[src/rtl/ctrl_fsm_pkg.sv]
// Shared control definitions for the RV32I multi-cycle core: state encoding,
// major opcodes and datapath mux encodings used by decoder, datapath and ctrl_fsm.
package ctrl_pkg;

   typedef enum logic [2:0] {
      ST_RESET  = 3'd0,
      ST_FETCH  = 3'd1,
      ST_DECODE = 3'd2,
      ST_EXEC   = 3'd3,
      ST_MEM    = 3'd4,
      ST_WB     = 3'd5,
      ST_TRAP   = 3'd6
   } state_t;

   localparam logic [4:0] OPC_LUI    = 5'b01101;
   localparam logic [4:0] OPC_AUIPC  = 5'b00101;
   localparam logic [4:0] OPC_JAL    = 5'b11011;
   localparam logic [4:0] OPC_JALR   = 5'b11001;
   localparam logic [4:0] OPC_BRANCH = 5'b11000;
   localparam logic [4:0] OPC_LOAD   = 5'b00000;
   localparam logic [4:0] OPC_STORE  = 5'b01000;
   localparam logic [4:0] OPC_OPIMM  = 5'b00100;
   localparam logic [4:0] OPC_OP     = 5'b01100;
   localparam logic [4:0] OPC_FENCE  = 5'b00011;
   localparam logic [4:0] OPC_SYSTEM = 5'b11100;

   localparam logic [1:0] PC_SEL_PLUS4 = 2'd0;
   localparam logic [1:0] PC_SEL_IMM   = 2'd1;
   localparam logic [1:0] PC_SEL_JALR  = 2'd2;

   localparam logic [1:0] WB_SEL_ALU = 2'd0;
   localparam logic [1:0] WB_SEL_MEM = 2'd1;
   localparam logic [1:0] WB_SEL_PC4 = 2'd2;
   localparam logic [1:0] WB_SEL_IMM = 2'd3;

   // SYSTEM is deliberately absent: ECALL/EBREAK/CSR all trap in this core.
   function automatic logic opc_supported(input logic [4:0] opc);
      logic v_ok;
      case (opc)
         OPC_LUI, OPC_AUIPC, OPC_JAL, OPC_JALR, OPC_BRANCH,
         OPC_LOAD, OPC_STORE, OPC_OPIMM, OPC_OP, OPC_FENCE: v_ok = 1'b1;
         default:                                           v_ok = 1'b0;
      endcase
      return v_ok;
   endfunction

endpackage

[src/rtl/ctrl_fsm_if.sv]
// Decoder/datapath/memory signals seen by the sequencing controller.
// master = controller side, slave = datapath/bench side.
interface ctrl_fsm_if #(parameter int CNT_W = 32);

   logic [4:0]       opcode;
   logic             invalid;
   logic             br_taken;
   logic             mem_ack;
   logic             mem_req;
   logic             mem_we;
   logic             ir_we;
   logic             pc_we;
   logic [1:0]       pc_sel;
   logic             rf_we;
   logic [1:0]       wb_sel;
   logic             alu_a_sel;
   logic             alu_b_sel;
   logic             trap;
   logic [2:0]       state;
   logic [CNT_W-1:0] cycle_cnt;
   logic [CNT_W-1:0] instret_cnt;

   modport master (
      input  opcode, invalid, br_taken, mem_ack,
      output mem_req, mem_we, ir_we, pc_we, pc_sel, rf_we, wb_sel,
             alu_a_sel, alu_b_sel, trap, state, cycle_cnt, instret_cnt
   );

   modport slave (
      output opcode, invalid, br_taken, mem_ack,
      input  mem_req, mem_we, ir_we, pc_we, pc_sel, rf_we, wb_sel,
             alu_a_sel, alu_b_sel, trap, state, cycle_cnt, instret_cnt
   );

endinterface

[src/rtl/ctrl_fsm_perf.sv]
// Free-running cycle and retired-instruction counters; wrap modulo 2^CNT_W.
module ctrl_perf #(
   parameter int CNT_W = 32
) (
   input  logic             clk,
   input  logic             rst_n,
   input  logic             i_count_en,
   input  logic             i_retire,
   output logic [CNT_W-1:0] o_cycle_cnt,
   output logic [CNT_W-1:0] o_instret_cnt
);

   localparam logic [CNT_W-1:0] ONE = {{(CNT_W-1){1'b0}}, 1'b1};

   logic [CNT_W-1:0] r_cycle_cnt;
   logic [CNT_W-1:0] r_instret_cnt;

   // Counter registers, cleared asynchronously with the controller.
   always_ff @(posedge clk or negedge rst_n) begin
      if (!rst_n) begin
         r_cycle_cnt   <= {CNT_W{1'b0}};
         r_instret_cnt <= {CNT_W{1'b0}};
      end else begin
         if (i_count_en) r_cycle_cnt <= r_cycle_cnt + ONE;
         else            r_cycle_cnt <= r_cycle_cnt;
         if (i_retire)   r_instret_cnt <= r_instret_cnt + ONE;
         else            r_instret_cnt <= r_instret_cnt;
      end
   end

   assign o_cycle_cnt   = r_cycle_cnt;
   assign o_instret_cnt = r_instret_cnt;

endmodule

[src/rtl/ctrl_fsm.sv]
// Multi-cycle RV32I sequencing controller (one instruction in flight).
// Define CTRL_PERF_EN to build the cycle/instret counters; otherwise they read 0.
module ctrl_fsm
   import ctrl_pkg::*;
#(
   parameter int CNT_W = 32
) (
   input  logic       clk,
   input  logic       rst_n,
   ctrl_fsm_if.master bus
);

   state_t           r_state;
   state_t           w_next;
   logic             r_rst_hold;
   logic             r_trap;
   logic             w_mem_req;
   logic             w_mem_we;
   logic             w_ir_we;
   logic             w_pc_we;
   logic [1:0]       w_pc_sel;
   logic             w_rf_we;
   logic [1:0]       w_wb_sel;
   logic             w_alu_a_sel;
   logic             w_alu_b_sel;
   logic [CNT_W-1:0] w_cycle_cnt;
   logic [CNT_W-1:0] w_instret_cnt;

   // State register; r_rst_hold keeps RESET for one full cycle after release.
   always_ff @(posedge clk or negedge rst_n) begin
      if (!rst_n) begin
         r_state    <= ST_RESET;
         r_rst_hold <= 1'b0;
         r_trap     <= 1'b0;
      end else begin
         r_state    <= w_next;
         r_rst_hold <= 1'b1;
         r_trap     <= (w_next == ST_TRAP);
      end
   end

   // Next state and datapath enables.
   always_comb begin
      w_next    = r_state;
      w_mem_req = 1'b0;
      w_mem_we  = 1'b0;
      w_ir_we   = 1'b0;
      w_pc_we   = 1'b0;
      w_pc_sel  = PC_SEL_PLUS4;
      w_rf_we   = 1'b0;
      w_wb_sel  = WB_SEL_ALU;
      case (r_state)
         ST_RESET: begin
            if (r_rst_hold) w_next = ST_FETCH;
            else            w_next = ST_RESET;
         end
         ST_FETCH: begin
            w_mem_req = 1'b1;
            if (bus.mem_ack) begin
               w_ir_we = 1'b1;
               w_next  = ST_DECODE;
            end else begin
               w_next  = ST_FETCH;
            end
         end
         ST_DECODE: begin
            if (bus.invalid || !opc_supported(bus.opcode)) w_next = ST_TRAP;
            else                                           w_next = ST_EXEC;
         end
         ST_EXEC: begin
            case (bus.opcode)
               OPC_LOAD, OPC_STORE: w_next = ST_MEM;
               OPC_BRANCH: begin
                  w_pc_we  = 1'b1;
                  w_pc_sel = bus.br_taken ? PC_SEL_IMM : PC_SEL_PLUS4;
                  w_next   = ST_FETCH;
               end
               OPC_FENCE: begin
                  w_pc_we = 1'b1;
                  w_next  = ST_FETCH;
               end
               default: w_next = ST_WB;
            endcase
         end
         ST_MEM: begin
            w_mem_req = 1'b1;
            w_mem_we  = (bus.opcode == OPC_STORE);
            if (bus.mem_ack) begin
               if (bus.opcode == OPC_STORE) begin
                  w_pc_we = 1'b1;
                  w_next  = ST_FETCH;
               end else begin
                  w_next  = ST_WB;
               end
            end else begin
               w_next = ST_MEM;
            end
         end
         ST_WB: begin
            w_rf_we = 1'b1;
            w_pc_we = 1'b1;
            w_next  = ST_FETCH;
            case (bus.opcode)
               OPC_JAL: begin
                  w_wb_sel = WB_SEL_PC4;
                  w_pc_sel = PC_SEL_IMM;
               end
               OPC_JALR: begin
                  w_wb_sel = WB_SEL_PC4;
                  w_pc_sel = PC_SEL_JALR;
               end
               OPC_LOAD: w_wb_sel = WB_SEL_MEM;
               OPC_LUI:  w_wb_sel = WB_SEL_IMM;
               default:  w_wb_sel = WB_SEL_ALU;
            endcase
         end
         ST_TRAP: w_next = ST_TRAP;
         default: w_next = ST_RESET;
      endcase
   end

   // ALU selects stay valid through MEM and WB so address and result are stable.
   always_comb begin
      w_alu_a_sel = 1'b0;
      w_alu_b_sel = 1'b0;
      if (r_state == ST_EXEC || r_state == ST_MEM || r_state == ST_WB) begin
         case (bus.opcode)
            OPC_OPIMM, OPC_LOAD, OPC_STORE, OPC_JALR: w_alu_b_sel = 1'b1;
            OPC_AUIPC: begin
               w_alu_a_sel = 1'b1;
               w_alu_b_sel = 1'b1;
            end
            default: begin
               w_alu_a_sel = 1'b0;
               w_alu_b_sel = 1'b0;
            end
         endcase
      end else begin
         w_alu_a_sel = 1'b0;
         w_alu_b_sel = 1'b0;
      end
   end

`ifdef CTRL_PERF_EN
   ctrl_perf #(.CNT_W(CNT_W)) u_perf (
      .clk           (clk),
      .rst_n         (rst_n),
      .i_count_en    (r_state != ST_RESET),
      .i_retire      (w_pc_we),
      .o_cycle_cnt   (w_cycle_cnt),
      .o_instret_cnt (w_instret_cnt)
   );
`else
   assign w_cycle_cnt   = {CNT_W{1'b0}};
   assign w_instret_cnt = {CNT_W{1'b0}};
`endif

   assign bus.mem_req     = w_mem_req;
   assign bus.mem_we      = w_mem_we;
   assign bus.ir_we       = w_ir_we;
   assign bus.pc_we       = w_pc_we;
   assign bus.pc_sel      = w_pc_sel;
   assign bus.rf_we       = w_rf_we;
   assign bus.wb_sel      = w_wb_sel;
   assign bus.alu_a_sel   = w_alu_a_sel;
   assign bus.alu_b_sel   = w_alu_b_sel;
   assign bus.trap        = r_trap;
   assign bus.state       = r_state;
   assign bus.cycle_cnt   = w_cycle_cnt;
   assign bus.instret_cnt = w_instret_cnt;

endmodule

[src/flat_wrapper.sv]
// flat-port wrapper written by rule: the top's interface ports become plain ports
module ctrl_fsm_flat import ctrl_pkg::*;
#(
   parameter int CNT_W = 32
)
  (clk, rst_n, bus_opcode, bus_invalid, bus_br_taken, bus_mem_ack, bus_mem_req, bus_mem_we, bus_ir_we, bus_pc_we, bus_pc_sel, bus_rf_we, bus_wb_sel, bus_alu_a_sel, bus_alu_b_sel, bus_trap, bus_state, bus_cycle_cnt, bus_instret_cnt);
  ctrl_fsm_if #(.CNT_W(CNT_W)) bus_i ();
  input  logic clk;
  input  logic rst_n;
  input wire logic [$bits(bus_i.opcode)-1:0] bus_opcode;
  input wire logic [$bits(bus_i.invalid)-1:0] bus_invalid;
  input wire logic [$bits(bus_i.br_taken)-1:0] bus_br_taken;
  input wire logic [$bits(bus_i.mem_ack)-1:0] bus_mem_ack;
  output wire logic [$bits(bus_i.mem_req)-1:0] bus_mem_req;
  output wire logic [$bits(bus_i.mem_we)-1:0] bus_mem_we;
  output wire logic [$bits(bus_i.ir_we)-1:0] bus_ir_we;
  output wire logic [$bits(bus_i.pc_we)-1:0] bus_pc_we;
  output wire logic [$bits(bus_i.pc_sel)-1:0] bus_pc_sel;
  output wire logic [$bits(bus_i.rf_we)-1:0] bus_rf_we;
  output wire logic [$bits(bus_i.wb_sel)-1:0] bus_wb_sel;
  output wire logic [$bits(bus_i.alu_a_sel)-1:0] bus_alu_a_sel;
  output wire logic [$bits(bus_i.alu_b_sel)-1:0] bus_alu_b_sel;
  output wire logic [$bits(bus_i.trap)-1:0] bus_trap;
  output wire logic [$bits(bus_i.state)-1:0] bus_state;
  output wire logic [$bits(bus_i.cycle_cnt)-1:0] bus_cycle_cnt;
  output wire logic [$bits(bus_i.instret_cnt)-1:0] bus_instret_cnt;
  assign bus_i.opcode = bus_opcode;
  assign bus_i.invalid = bus_invalid;
  assign bus_i.br_taken = bus_br_taken;
  assign bus_i.mem_ack = bus_mem_ack;
  assign bus_mem_req = bus_i.mem_req;
  assign bus_mem_we = bus_i.mem_we;
  assign bus_ir_we = bus_i.ir_we;
  assign bus_pc_we = bus_i.pc_we;
  assign bus_pc_sel = bus_i.pc_sel;
  assign bus_rf_we = bus_i.rf_we;
  assign bus_wb_sel = bus_i.wb_sel;
  assign bus_alu_a_sel = bus_i.alu_a_sel;
  assign bus_alu_b_sel = bus_i.alu_b_sel;
  assign bus_trap = bus_i.trap;
  assign bus_state = bus_i.state;
  assign bus_cycle_cnt = bus_i.cycle_cnt;
  assign bus_instret_cnt = bus_i.instret_cnt;
  ctrl_fsm #(.CNT_W(CNT_W)) u_core (.clk(clk), .rst_n(rst_n), .bus(bus_i));
endmodule
[config.mk]
export PLATFORM = sky130hd
export DESIGN_NAME = ctrl_fsm_flat
export DESIGN_NICKNAME = d
export VERILOG_FILES = /design/src/rtl/ctrl_fsm_pkg.sv /design/src/rtl/ctrl_fsm_if.sv /design/src/rtl/ctrl_fsm_perf.sv /design/src/rtl/ctrl_fsm.sv /design/src/flat_wrapper.sv
export SDC_FILE = /design/constraint.sdc
export NUM_CORES = 1
export LEC_CHECK = 0
export ABC_AREA = 1
export BUFFER_PORTS_ARGS = -buffer_cell sky130_fd_sc_hd__buf_2
export CELL_PAD_IN_SITES_DETAIL_PLACEMENT = 0
export CELL_PAD_IN_SITES_GLOBAL_PLACEMENT = 1
export CORE_MARGIN = 2
export CORE_UTILIZATION = 25
export CTS_BUF_LIST = sky130_fd_sc_hd__clkbuf_8
export DETAILED_ROUTE_END_ITERATION = 7
export PLACE_DENSITY = 0.9
export SYNTH_ARGS = -nofsm -noshare
export SYNTH_HDL_FRONTEND = slang
export SYNTH_SLANG_ARGS = --single-unit
[constraint.sdc]
create_clock -name clk -period 1.19 [get_ports clk]
set_input_delay 0.0595 -clock clk [delete_from_list [all_inputs] [get_ports clk]]
set_output_delay 0.0595 -clock clk [all_outputs]
set_load 0.1 [all_outputs]
==> flow_summary.ini, run 1 <==
[layout]
n_antenna_cell = 0
final_nets = 217
layout_commonest_cell = conb_1
most-common-layout-cells = conb_1, buf_4, nand2_1
syn2layout_area_growth_pct = 50.6
drive_above_1_share_pct = 42.1
seqCellArea_um2 = 136
nFillCells = 412
multiInputGateArea_um2 = 726
fin_area_um2 = 1570

[timing]
clock.fmax_mhz = 666
period_needed_ns = 1.50
period_share_pct = 126
setup_ws_ns = -0.311
hold_viol = 0
finClkSkew_ns = 0.000399
maxSlewViolCount = 0
whs_ns = 0.183
setup_viol = 16
grt_setup_unrepaired = true
setup_tns_ns = -3.15

[clock_tree]
cts_htree_levels = 1
cts.clk_slew.worst_paths_ns = 0.03
cts.path.max_buffers = 2
clock_latency_ns = 0.22
cts_tree = built
cts_buffers = 3
cts_num_sinks = 5
cts_root_buffer = clkbuf_8

[detailed_routing]
viasPerCell = 3.49
drt-total-wl_um = 2080
first_iter_violations = 14
antenna_left = 0
wl_per_cell_um = 8.25
drc = 0
num_vias = 879
dr.pass1.iters = 2

[global_routing]
track_usage_pct = 8.38
grt-ovfl-total = 0
grt_first_pass_wirelength_um = 3020
antenna_found_initial = 0
grt_max_degree = 7
grt_pass1_vias = 731

[power]
p_sw_w = 0.00255
p_int_w = 0.00144
ir_worst_vdd_mv = 0.623
clkPwrFrac_pct = 7.4
p_leak_nw = 0.811
combPwrFrac_pct = 82.9
seqPwrFrac_pct = 9.7
swShare_pct = 63.9
p_per_area_nw_per_um2 = 2540

[setup_path]
crit_path_max_fanout = 6
required_ns = 1.13
r2r_slack_ns = -0.12
critical_path_class = flop to output pin
r2r_start = u_core.bus.state[2]
rr_worst_depth = 7
r2r_end = u_core.bus.state[0]
crit_path_start_kind = flop
worstSetupEndpointType = output pin
worst_ep_arrival_time_ns = 1.44

[floorplan]
fp-row-count = 23
start_util_pct = 26.1
die_h_um = 68.6
die_w_um = 68.6
dieArea_um2 = 4710
core-area_um2 = 4000
ios = 89

[outcome]
status = complete, but fails checks
violations = setup timing

[placed_design]
placed_cell_area_um2 = 1400
dp_hpwl_um = 1710
gp_congestion = 0.835
portBuffers = 24

[synth]
avgSynthCellArea_um2 = 6.91
netlist_area_um2 = 1040
ys_types = 22
yosys-top-cells-area = buf_4, dfrtp_1, nand2_1
netlist_instances = 151
synth_top_area_share_pct = 46.0
synth_warnings = 0
ys_seq_elements = 5
yosysSeqAreaShare_pct = 12.0
synth_largest_area_cell = buf_4

[flow_run]
cap_violations = 0

[min_path]
hold_class = input port to asynchronous set/reset pin
[per-layer routing]
| layer | routed length (um) | GRT usage (%) |
|---|---|---|
| met1 | 682 | 9.40 |
| met5 | 0 | 0 |
| met2 | 1220 | 16.7 |
| met4 | 14 | 2.25 |
| met3 | 159 | 0.487 |
[worst max-delay path by stage]
stage	start	to	slack (ns)
2_1_floorplan	u_core.bus.state[2]	bus_wb_sel[0]	-1.26
3_3_place_gp	bus_opcode[0]	bus_pc_we	-0.09
3_5_place_dp	bus_opcode[0]	bus_pc_we	-0.1
4_1_cts	u_core.bus.state[1]	bus_pc_we	-0.31
5_1_grt	u_core.bus.state[1]	bus_pc_we	-0.37
6_report	u_core.bus.state[1]	bus_alu_a_sel	-0.31
[state kept, by name (all words and copies together), names as in the netlist]
register           cells
u_core.bus.state       3
u_core.bus.trap        1
u_core.r_rst_hold      1
[critical path, stage by stage (launching register included)]
cell        delay (ns)
dfrtp_4           0.53
nand2_4           0.09
nor2_4            0.04
o21bai_4          0.17
nand4_1           0.11
clkinvlp_4        0.11
buf_12            0.17
[power groups by stage]
stage               clock (W)  combinational (W)  sequential, W
floorplan                   0            0.00200       0.000740
global placement            0            0.00297       0.000347
detailed placement          0            0.00299       0.000353
CTS                  0.000305            0.00322       0.000364
global route         0.000322            0.00344       0.000398
finish               0.000297            0.00331       0.000387
[cell usage after synthesis (all sizes together)]
master and number:
nand3b 1, conb 2, o21ai 2, ha 4, a21oi 3, dfrtp 5, o22ai 1, o211ai 1
or2 1, nand2 23, nand4 2, o21bai 2, nor3 1, inv 15, nand3 13, nor2 11
buf 64
[cells by family (layout without fill, tap and decap cells)]
logic type	after synthesis	after routing	share of synthesized area (%)
fa+ha+maj	4	4	4.80
buf+inv	79	67	51.4
simple gates	52	52	25.3
other cells	2	65	0.720
flops	5	5	12.0
compound gates	9	9	5.75
[area by class of cell]
class                           instances  area share [%]
Inverter                               15            4.94
Sequential cell                         5            8.68
Clock inverter                          1           0.239
Tap cell                               50            3.98
Timing Repair Buffer                   48            33.4
Multi-Input combinational cell        130            46.2
Clock buffer                            3            2.63
[what timing repair did]
action,CTS,global route
resized for setup,10,8
hold endpoints to repair,5,0
setup endpoints to repair,13,18
hold buffers,1,0
pin swaps,3,3
setup buffers,7,2
[through the flow]
step | utilization (%) | worst slack (ns) | std cells | total power [W]
4_1_cts | 38.4 | -0.313 | 250 | 0.00389
6_report | 39.3 | -0.311 | 252 | 0.00399
5_1_grt | 39.3 | -0.366 | 252 | 0.00416
2_1_floorplan | - | -1.26 | 214 | 0.00274
3_5_place_dp | 34.9 | -0.0995 | 238 | 0.00334
3_3_place_gp | 34.9 | -0.0897 | 238 | 0.00331
Note: power is estimated with default switching activity, not from simulation.
==> run 2: changes to the inputs <==
--- a/config.mk
+++ b/config.mk
@@ -5,12 +5,12 @@
 export SDC_FILE = /design/constraint.sdc
 export NUM_CORES = 1
 export LEC_CHECK = 0
-export ABC_AREA = 1
+export ABC_AREA = 0
 export BUFFER_PORTS_ARGS = -buffer_cell sky130_fd_sc_hd__buf_2
 export CELL_PAD_IN_SITES_DETAIL_PLACEMENT = 0
 export CELL_PAD_IN_SITES_GLOBAL_PLACEMENT = 1
 export CORE_MARGIN = 2
-export CORE_UTILIZATION = 25
+export CORE_UTILIZATION = 26
 export CTS_BUF_LIST = sky130_fd_sc_hd__clkbuf_8
 export DETAILED_ROUTE_END_ITERATION = 7
 export PLACE_DENSITY = 0.9
==> run 2 against run 1 <==
Compared with the run above: the flow still finishes with violations (setup timing); area after synthesis is 4.7% higher; register-to-register slack worse by 0.15 ns; highest routed layer unchanged; clock power is 4% higher; critical path depth is 1 lower.
==> flow_summary.ini, run 2 <==
[layout]
final_nets = 220
layout_commonest_cell = conb_1
multiInputGateArea_um2 = 871
final_cells = 255
nFillCells = 396
syn2layout_area_growth_pct = 60.7
drive_above_1_share_pct = 45.4
most-common-layout-cells = conb_1, buf_4, buf_12
n_antenna_cell = 0
largest_reg_flops = 3
seqCellArea_um2 = 136

[power]
p_leak_nw = 0.844
p_per_area_nw_per_um2 = 2470
ir_worst_vdd_mv = 0.771
power_w = 0.00434

[global_routing]
grt_first_pass_wirelength_um = 3670
grt_pass1_vias = 837
grt_max_degree = 11
antenna_found_initial = 0
track_usage_pct = 9.93
grt-ovfl-total = 0

[synth]
synth_warnings = 0
synth_fa_ha_area_share_pct = 4.58
synth-edff-count = 0
avgSynthCellArea_um2 = 7.48
ys_types = 39
ys_seq_elements = 5
async_reset_ff_share_pct = 100
synthSimpleGateAreaFrac_pct = 19.6
synth_largest_area_cell = buf_4
synth-main-ff-cell = dfrtp_1
yosysSeqAreaShare_pct = 11.5
yosys-top-cells-area = buf_4, dfrtp_1, ha_1
netlist_instances = 146
synth_top_family_by_area = buffers and inverters
muxShareOfSynthArea_pct = 0
netlist_area_um2 = 1090
synthXorXnorAreaFrac_pct = 1.60
synth_compound_area_share_pct = 13.2
synth_top_area_share_pct = 44.0
synth_most_common_cell = buf_4
ys_top_cells_by_count = buf_4, nor2_1, inv_1, nand2_1

[clock_tree]
cts.path.max_buffers = 2
cts.clk_slew.worst_paths_ns = 0.04
clock_latency_ns = 0.22
cts_num_sinks = 5
cts_htree_levels = 1
cts_tree = built
cts_root_buffer = clkbuf_8
cts_buffers = 3

[timing]
setup_viol = 16
setup_ws_ns = -0.408
setup_tns_ns = -4.43
finClkSkew_ns = 0.00281
grt_setup_unrepaired = true
period_share_pct = 134
clock.fmax_mhz = 626
hold_viol = 0
period_needed_ns = 1.60
whs_ns = 0.180
maxSlewViolCount = 0

[setup_path]
crit_path_max_fanout = 5
r2r_start = u_core.bus.state[2]
critical_path_class = flop to output pin
path_delay_family = buffers and inverters
worst-path-buf-inv = 4
worstSetupEndpointType = output pin
worst_ep_arrival_time_ns = 1.54
crit_start = u_core.bus.state[0]
crit_path_start_kind = flop
path_cells = clkinvlp_4 -> buf_6 -> nor4b_4 -> buf_4 -> buf_12
required_ns = 1.13
cpPeakStageDelay_ns = 0.42
crit_slowest_cell = dfrtp_4

[detailed_routing]
drt-total-wl_um = 2500
viasPerCell = 3.90
wl_per_cell_um = 9.80
drc = 0
first_iter_violations = 12
dr.pass1.iters = 4
num_vias = 995
antenna_left = 0

[floorplan]
die_w_um = 68.8
dieArea_um2 = 4740
start_util_pct = 27.1
fp-row-count = 23
core-area_um2 = 4030
die_h_um = 68.8
ios = 89

[outcome]
violations = setup timing
status = complete, but fails checks

[min_path]
hold_class = input port to asynchronous set/reset pin

[placed_design]
dp_slack_ns = -0.328
gp_congestion = 0.834
dp_hpwl_um = 1950
placed_cells = 243
portBuffers = 24

[flow_run]
cap_violations = 0
-- run 2: changes by cell type in the layout (fill, tap and decap cells not counted), sizes merged, moves of 3 or more --
cell and change:
nand2 -17, nand3 -12, nor2b +4, buf +12
and3 +3, inv -7, nor3b +3
-- run 2: final timing paths --
path	end	cells past startpoint	slack (ns)
min reg2reg	u_core.bus.state[0]	3	0.80
min in group clk	u_core.bus.state[2]	3	0.24
max	bus_ir_we	5	-0.41
max in group asynchronous	u_core.bus.state[1]	2	0.87
min	u_core.bus.state[0]	2	0.18
max reg2reg	u_core.bus.state[2]	3	-0.27
-- run 2: per-stage QoR --
stage | instance area [um2] | util, %
after floorplan | 1460 | -
after global placement | 1550 | 38.5
after detailed placement | 1550 | 38.5
after CTS | 1700 | 42.2
after global routing | 1760 | 43.6
final | 1760 | 43.6
-- run 2: power breakdown --
group / leakage [nW] / switching, W / internal (W)
Sequential: 0.0588 / 0.0000739 / 0.000258
Combinational: 0.758 / 0.00252 / 0.00118
Clock: 0.0269 / 0.0000868 / 0.000221
Total: 0.844 / 0.00269 / 0.00165
-- run 2: repair_timing --
action	CTS	global route
buffers inserted	3	4
pin swaps	8	7
resized for setup	18	5
setup endpoints to repair	15	16
hold endpoints to repair	5	0
hold buffers	1	0
-- run 2: final cells by class --
class                      count  share of cell area, %
timing repair buffer          60                   35.0
clock buffer                   3                   2.35
multi-input combinational    130                   49.6
sequential                     5                   7.77
inverter                       6                   1.50
clock inverter                 1                  0.214
tap                           50                   3.56
-- run 2: per-layer routing --
layer / wire, um / up-vias / GRT usage (%) / share of wire (%)
met4: 45 / 0 / 2.21 / 1.8
li1: - / 474 / - / -
met3: 182 / 5 / 0.974 / 7.3
met5: 0 / - / 0 / 0
met2: 1330 / 45 / 17.8 / 53
met1: 944 / 471 / 12.8 / 38
-- run 2: cell families (layout without fill, tap and decap cells) --
kind of cell,after synthesis,after routing
DFF,5,5
buffers and inverters,74,70
other,2,65
adders and majority gates,4,4
AOI/OAI and AO/OA,20,20
and+or+nand+nor,39,39
xor gates and xnor gates,2,2
